File: config.mk
export PLATFORM = sky130hd
export DESIGN_NAME = aurora_rx_merge
export DESIGN_NICKNAME = d
export VERILOG_FILES = /design/src/rtl/aurora_rx_merge.sv
export SDC_FILE = /design/constraint.sdc
export NUM_CORES = 2
export LEC_CHECK = 0
export BUFFER_PORTS_ARGS = -buffer_cell sky130_fd_sc_hd__buf_2
export CAP_MARGIN = 30
export CORE_MARGIN = 2
export CORE_UTILIZATION = 42
export CTS_BUF_LIST = sky130_fd_sc_hd__clkbuf_8
export DETAILED_ROUTE_END_ITERATION = 12
export PLACE_DENSITY_LB_ADDON = 0.25
export SYNTH_ARGS = -nofsm -noshare
export SYNTH_HDL_FRONTEND = slang
export SYNTH_SLANG_ARGS = --single-unit
export TNS_END_PERCENT = 50
File: constraint.sdc
create_clock -name CLK250 -period 23.3 [get_ports CLK250]
set_input_delay 3.495 -clock CLK250 [delete_from_list [all_inputs] [get_ports CLK250]]
set_output_delay 3.495 -clock CLK250 [all_outputs]
set_load 0.05 [all_outputs]
File: src/rtl/aurora_rx_merge.sv
// Merges the two Aurora receive streams into one 64-bit router stream.
// Each input has its own FIFO; a round-robin arbiter switches ports only between packets.
module aurora_rx_merge #(
  parameter int FIFO_DEPTH = 16,
  parameter int AF_MARGIN  = 4
) (
  input  logic        CLK250,
  input  logic        SYS_RST,
  input  logic [63:0] DP0_Q,
  input  logic        DP0_Q_VALID,
  output logic        DP0_Q_BP,
  input  logic [63:0] DP1_Q,
  input  logic        DP1_Q_VALID,
  output logic        DP1_Q_BP,
  output logic [63:0] M_D,
  output logic        M_D_VALID,
  input  logic        M_D_BP,
  output logic [1:0]  OVF
);

  localparam int AW = $clog2(FIFO_DEPTH);
  localparam int CW = AW + 1;
  localparam logic [CW-1:0] FULL_LVL = CW'(FIFO_DEPTH);
  localparam logic [CW-1:0] AF_LVL   = CW'(FIFO_DEPTH - AF_MARGIN);

  typedef enum logic {IDLE, BODY} state_t;

  state_t        state, state_nx;
  logic          last, last_nx;
  logic [7:0]    rem, rem_nx;
  logic          rd_en, rd_port;
  logic [63:0]   rd_data;

  logic [63:0]   q_in [2];
  logic [1:0]    q_valid;
  logic [63:0]   mem [2][FIFO_DEPTH];
  logic [AW-1:0] wr_ptr [2];
  logic [AW-1:0] rd_ptr [2];
  logic [CW-1:0] count [2];
  logic [CW-1:0] count_nx [2];
  logic [1:0]    empty, full, wr_en, rd_sel, bp;

  assign q_in[0]  = DP0_Q;
  assign q_in[1]  = DP1_Q;
  assign q_valid  = {DP1_Q_VALID, DP0_Q_VALID};
  assign DP0_Q_BP = bp[0];
  assign DP1_Q_BP = bp[1];

  always_comb begin
    for (int i = 0; i < 2; i++) begin
      empty[i] = (count[i] == '0);
      full[i]  = (count[i] == FULL_LVL);
    end
  end

  // A full FIFO still accepts a flit when the same cycle reads from it.
  always_comb begin
    for (int i = 0; i < 2; i++) begin
      rd_sel[i]   = rd_en && (rd_port == 1'(i));
      wr_en[i]    = q_valid[i] && (!full[i] || rd_sel[i]);
      count_nx[i] = count[i] + CW'(wr_en[i]) - CW'(rd_sel[i]);
    end
  end

  // Grant: in IDLE prefer the port that did not send last; in BODY stay put.
  always_comb begin
    rd_port = last;
    if (state == IDLE) begin
      if (empty == 2'b00)
        rd_port = ~last;
      else if (!empty[0])
        rd_port = 1'b0;
      else
        rd_port = 1'b1;
    end
  end

  assign rd_data = mem[rd_port][rd_ptr[rd_port]];

  // NOTE: every output of a combinational block gets a default first so no latch is inferred.
  always_comb begin
    state_nx = state;
    last_nx  = last;
    rem_nx   = rem;
    rd_en    = 1'b0;
    case (state)
      IDLE: begin
        if (empty != 2'b11 && !M_D_BP) begin
          rd_en   = 1'b1;
          last_nx = rd_port;
          rem_nx  = rd_data[7:0];
          if (rd_data[7:0] != 8'd0)
            state_nx = BODY;
        end
      end
      BODY: begin
        if (!empty[rd_port] && !M_D_BP) begin
          rd_en  = 1'b1;
          rem_nx = (rem != 8'd0) ? rem - 8'd1 : 8'd0;
          if (rem == 8'd1)
            state_nx = IDLE;
        end
      end
    endcase
  end

  // NOTE: state is updated with non-blocking assignments so every flop samples pre-edge values.
  always_ff @(posedge CLK250) begin
    if (SYS_RST) begin
      state <= IDLE;
      last  <= 1'b1;
      rem   <= 8'd0;
    end else begin
      state <= state_nx;
      last  <= last_nx;
      rem   <= rem_nx;
    end
  end

  always_ff @(posedge CLK250) begin
    if (SYS_RST) begin
      for (int i = 0; i < 2; i++) begin
        wr_ptr[i] <= '0;
        rd_ptr[i] <= '0;
        count[i]  <= '0;
      end
      bp  <= 2'b00;
      OVF <= 2'b00;
    end else begin
      for (int i = 0; i < 2; i++) begin
        if (wr_en[i])
          wr_ptr[i] <= wr_ptr[i] + AW'(1);
        if (rd_sel[i])
          rd_ptr[i] <= rd_ptr[i] + AW'(1);
        count[i] <= count_nx[i];
        bp[i]    <= (count_nx[i] >= AF_LVL);
        if (q_valid[i] && !wr_en[i])
          OVF[i] <= 1'b1;
      end
    end
  end

  // NOTE: the storage array is deliberately not reset; pointers and counts alone define which entries are valid.
  always_ff @(posedge CLK250) begin
    for (int i = 0; i < 2; i++) begin
      if (wr_en[i])
        mem[i][wr_ptr[i]] <= q_in[i];
    end
  end

  always_ff @(posedge CLK250) begin
    if (SYS_RST) begin
      M_D_VALID <= 1'b0;
      M_D       <= 64'd0;
    end else begin
      M_D_VALID <= rd_en;
      if (rd_en)
        M_D <= rd_data;
    end
  end

endmodule
======== Yosys cells after proc, flatten, opt, wreduce, memory -nomap -nowiden ========
Memory sizes are Yosys's and may differ from the RTL's.
Cells that the tools add are included.
cells by class
  add/sub/neg operators ................... 9
  order comparisons ....................... 8
  equality and inequality tests ........... 6
  multiplexer cells ....................... 47
  bitwise operators ....................... 12
  reductions and logical operators ........ 25
operators with widths
  cell                                                                    count
  1024-bit 2-to-1 mux                                                     2
  64-bit demux with 4-bit select                                          2
  64-bit binary-select mux with 4-bit select                              1
  64-bit 2-to-1 mux                                                       4
  1-bit 2-to-1 mux                                                        26
  8-bit 2-to-1 mux                                                        3
  4-bit by 1-bit adder with 4-bit output (second input constant)          4
  4-bit 2-to-1 mux                                                        4
  8-bit case mux with 2 select lines                                      1
  8-bit nonzero test                                                      2
  5-bit >= comparator (second input constant)                             3
  4-bit inverter with 5-bit output                                        3
  5-bit by 1-bit adder with 5-bit output                                  2
  5-bit == test (second input constant)                                   2
  5-bit by 4-bit >= comparator with 1-bit output (second input constant)  2
  1-bit logical AND                                                       10
  5-bit zero test                                                         2
  5-bit by 1-bit < comparator with 1-bit output (second input constant)   2
  5-bit 2-to-1 mux                                                        2
  5-bit by 1-bit subtractor with 5-bit output                             2
  8-bit by 1-bit == test with 1-bit output (second input constant)        1
  8-bit by 1-bit subtractor with 8-bit output (second input constant)     1
  1-bit zero test                                                         6
  1-bit bitwise OR                                                        6
  other kinds (8)                                                         14
word-level totals
  register bits ........................... 79
  memory bits (writable) .................. 2074
  bits of input ports ..................... 133
  output and inout bits ................... 69
  logic and storage cells ................. 119
  memories kept ........................... 4
memory list
  name    words  bits a word  read ports  clocked after memory_dff  write ports  RTL line  text
  mem     2      1024         1           0                         2            36        logic [63:0] mem [2][FIFO_DEPTH];
  count   2      5            2           0                         2            39        logic [CW-1:0] count [2];
  rd_ptr  2      4            3           0                         2            38        logic [AW-1:0] rd_ptr [2];
  wr_ptr  2      4            2           0                         2            37        logic [AW-1:0] wr_ptr [2];

======== Longest topological paths before layout ========
  depth in word-level cells ............... 17
  mapped depth ............................ 20
  depth with buffers taken out ............ 19

======== Worst setup path before layout ========
Ideal clock, no wire load.
  path kind ............................... in2reg
  start point ............................. input port M_D_BP
  end point ............................... memory mem[0][1000] (netlist bit), enable pin
  setup time .............................. 0.644 ns
  arrival ................................. 10.270 ns
  data required time ...................... 22.656 ns
  path slack .............................. 12.386 ns
  cell stages on the path ................. 6
  cell sequence ........................... a21oi_1 nand2_1 nor2_1 or4_1 nand2_1 nor4_1
RTL lines
  element             RTL line  text
  start: declaration  17        input logic M_D_BP,
  end: declaration    36

==> impl_metrics.yaml <==
status:
  status: "complete, no violations"
yosys:
  syn-cell-area_sq_mm: 0.0837
  ys.flop_type: "edfxtp_1"
  synthTopCellsByCount: "2064 x edfxtp_1, 529 x nand2_1, 452 x mux4_2"
  synth_edf_count: 2064
  postSynthAreaPerCell_sq_um: 19.4
  synth.distinct_cells: 81
  synth_area_leader_cell: "edfxtp_1"
  syn-num-nets: 4473
  ys_ff_latch: 2153
  ys_seq_area_share_pct: 76.1
  synthTopCellsByArea: "edfxtp_1 74%, mux4_2 12%, nand2_1 2.4%"
  synth.most_common_cell: "edfxtp_1"
  synth_warnings: 0
  synth_cells: 4313
  synth_top_cell_area_share_pct: 74.0
  async_flop_share_pct: 0
worst_setup_path:
  crit_path_start: "count[0][2]$_SDFF_PP0_"
  start_kind: "flip-flop"
  timing.critical_path.mode_cell: "buf_4"
  required_ps: 24240
  path_delay_family: "buffers and inverters"
  rr_startpoint: "count[0][2]$_SDFF_PP0_"
  cpPeakStageDelay_ps: 740
  timing.critical_path.fanout_max: 53
  cp_data_arrival_time_ps: 7240
  critPathKind: "reg2reg"
  critPathBufInv: 5
  cp-end-kind: "flip-flop"
  slowest_stage: "buf_4"
  crit_chain: "inv_1, ha_1, or4b_4, o21ai_0, nand2_1, o221ai_4, buf_4, buf_4, buf_4, buf_4, nand2_1, and3_1, a311oi_1, nor3_1, nor3_1"
global_route:
  antenna_found_initial: 31
  grt_pass1_vias: 44300
  grtUsageTotal_pct: 22.2
  grt_overflow_total: 0
  grt_max_degree: 144
  grt_pass1_wl_mm: 325
pwr:
  pwr_density_cell_mw_per_mm2: 133
  irDropWorstVdd_mv: 0.154
  total_power_mw: 12.6
  p_leak_nw: 30.9
floorplan:
  start_util_pct: 42.3
  die_y_um: 451
  io_pins: 202
  rows: 163
  fp.dieW_um: 451
  dieArea_sq_mm: 0.203
  fp.coreArea_sq_mm: 0.198
timing:
  layout_min_cycle_time_ps: 6300
  hold_violations: 0
  period_share_pct: 27.1
  clock_skew_ps: 75.8
  slew_headroom_pct: 29.9
  tightest_slew_ps: 1050
  report.final.slew_viol_count: 0
  hold_slack_ps: 463
  tns_ps: 0
  setup_viol: 0
  rsz0062_at_grt: "no"
  fmax_mhz: 159
clock_network:
  h-tree-depth: 5
  clkLatencyLatePin_ps: 1050
  clock_sinks: 2153
  cts.repair.resized: 0
  tritoncts: "yes"
  clkTransAtPathRegs_ps: 60
  clockRootBuffer: "clkbuf_8"
  clock_path_buffers: 4
  postCtsSetupBuffers: 0
  cts-buffers-inserted: 358
  postCtsHoldBufs: 0
job:
  maxCapViolCount: 0
route:
  drc: 0
  via_per_inst: 5.73
  wire_per_inst_um: 29.7
  wl_mm: 227
  vias: 43800
  drt_iter0_drc: 4365
  drt_pass1_iterations: 5
  detail-route-antenna-nets: 0
final_layout:
  fin_nets: 4889
  nFillCells: 16700
  drive_gt1_share_pct: 25.3
  area_growth_pct: 12.5
placed_design:
  io_buffers: 201
  dpl.hpwl_mm: 135
  routabilityCongestion: 0.841
hold_path:
  hp-class: "reg2reg"
  hp-start: "M_D[5]$_SDFFE_PP0N_"
worst reg2reg max path, stage by stage, from the launching register on:
cell	delay (ps)
dfxtp_1	310
inv_1	80
ha_1	200
or4b_4	550
o21ai_0	280
nand2_1	300
o221ai_4	270
buf_4	510
buf_4	760
buf_4	750
buf_4	810
nand2_1	110
and3_1	280
a311oi_1	660
nor3_1	160
nor3_1	210
registers in the layout, summed over array words and instances, names as in the netlist:
| signal | count |
|---|---|
| M_D | 64 |
| M_D_VALID | 1 |
| OVF | 2 |
| bp | 2 |
| count | 10 |
| last | 1 |
| mem | 2048 |
| rd_ptr | 8 |
| rem | 8 |
| state | 1 |
| wr_ptr | 8 |
final cells by class:
class	count	area [sq um]	share of cell area [%]
clock buffers	381	5240	5.56
well taps	2640	3300	3.50
clock inverters	245	1110	1.17
multi-input cells	1867	18600	19.7
repair buffers	315	2110	2.24
inverters	34	128	0.135
diodes	6	15.0	0.0159
flip-flops and latches	2153	63800	67.6
logic make-up after synthesis:
kind of cell               after synthesis  synth area share [%]
AOI/OAI and AO/OA                      288                  2.78
xor gates and xnor gates                20                 0.209
adders and majority gates               27                 0.421
buffers and inverters                  293                  2.01
DFF                                   2153                  76.1
muxes                                  508                  12.9
and+or+nand+nor                       1024                  5.51
path summary, 6_finish.rpt:
path                            slack [ps]  cells past startpoint              endpoint
worst min register to register         460                      2   M_D[5]$_SDFFE_PP0N_
worst max register to register       17000                     15  M_D[36]$_SDFFE_PP0N_
worst min-delay path                   460                      2   M_D[5]$_SDFFE_PP0N_
worst max-delay path                 17000                     15  M_D[36]$_SDFFE_PP0N_
cell usage in the layout, fill, tap and decap left out, drive strengths merged, types with 9 or more instances in the layout:
cell and count:
a211oi 27, a21oi 27, a311oi 116, a31oi 13, and3 121, buf 314
clkbuf 382, clkinv 100, dfxtp 89, edfxtp 2064, ha 25, inv 170
mux2 9, mux2i 42, mux4 457, nand2 529, nand3 28, nor2 140
nor2b 13, nor3 144, o21ai 24, o221ai 9, xnor2 12
through the flow:
| stage | utilization, % | area (sq um) | cells | worst slack [ps] |
|---|---|---|---|---|
| floorplan | - | 83700 | 4313 | 12390 |
| global placement | 44.3 | 87600 | 6993 | 15940 |
| detailed placement | 44.4 | 87700 | 7003 | 16090 |
| CTS | 47.6 | 94100 | 7629 | 17110 |
| global route | 47.6 | 94200 | 7638 | 16850 |
| finish | 47.6 | 94300 | 7641 | 17000 |
power breakdown:
group	leakage (nW)	internal (mW)	switching (mW)	total [mW]
Combinational	7.73	1.71	3.25	4.97
Clock	3.76	1.55	1.46	3.01
Sequential	19.4	4.49	0.104	4.60
Total	30.9	7.76	4.82	12.6
routing by layer:
layer	up-vias	routed length, um	global-route usage (%)
li1	18400	-	-
met1	23200	89600	29.2
met2	1671	114000	37.0
met3	452	14500	3.98
met4	12	9050	8.40
met5	-	88	0
Power figures use the tool's default switching activity.
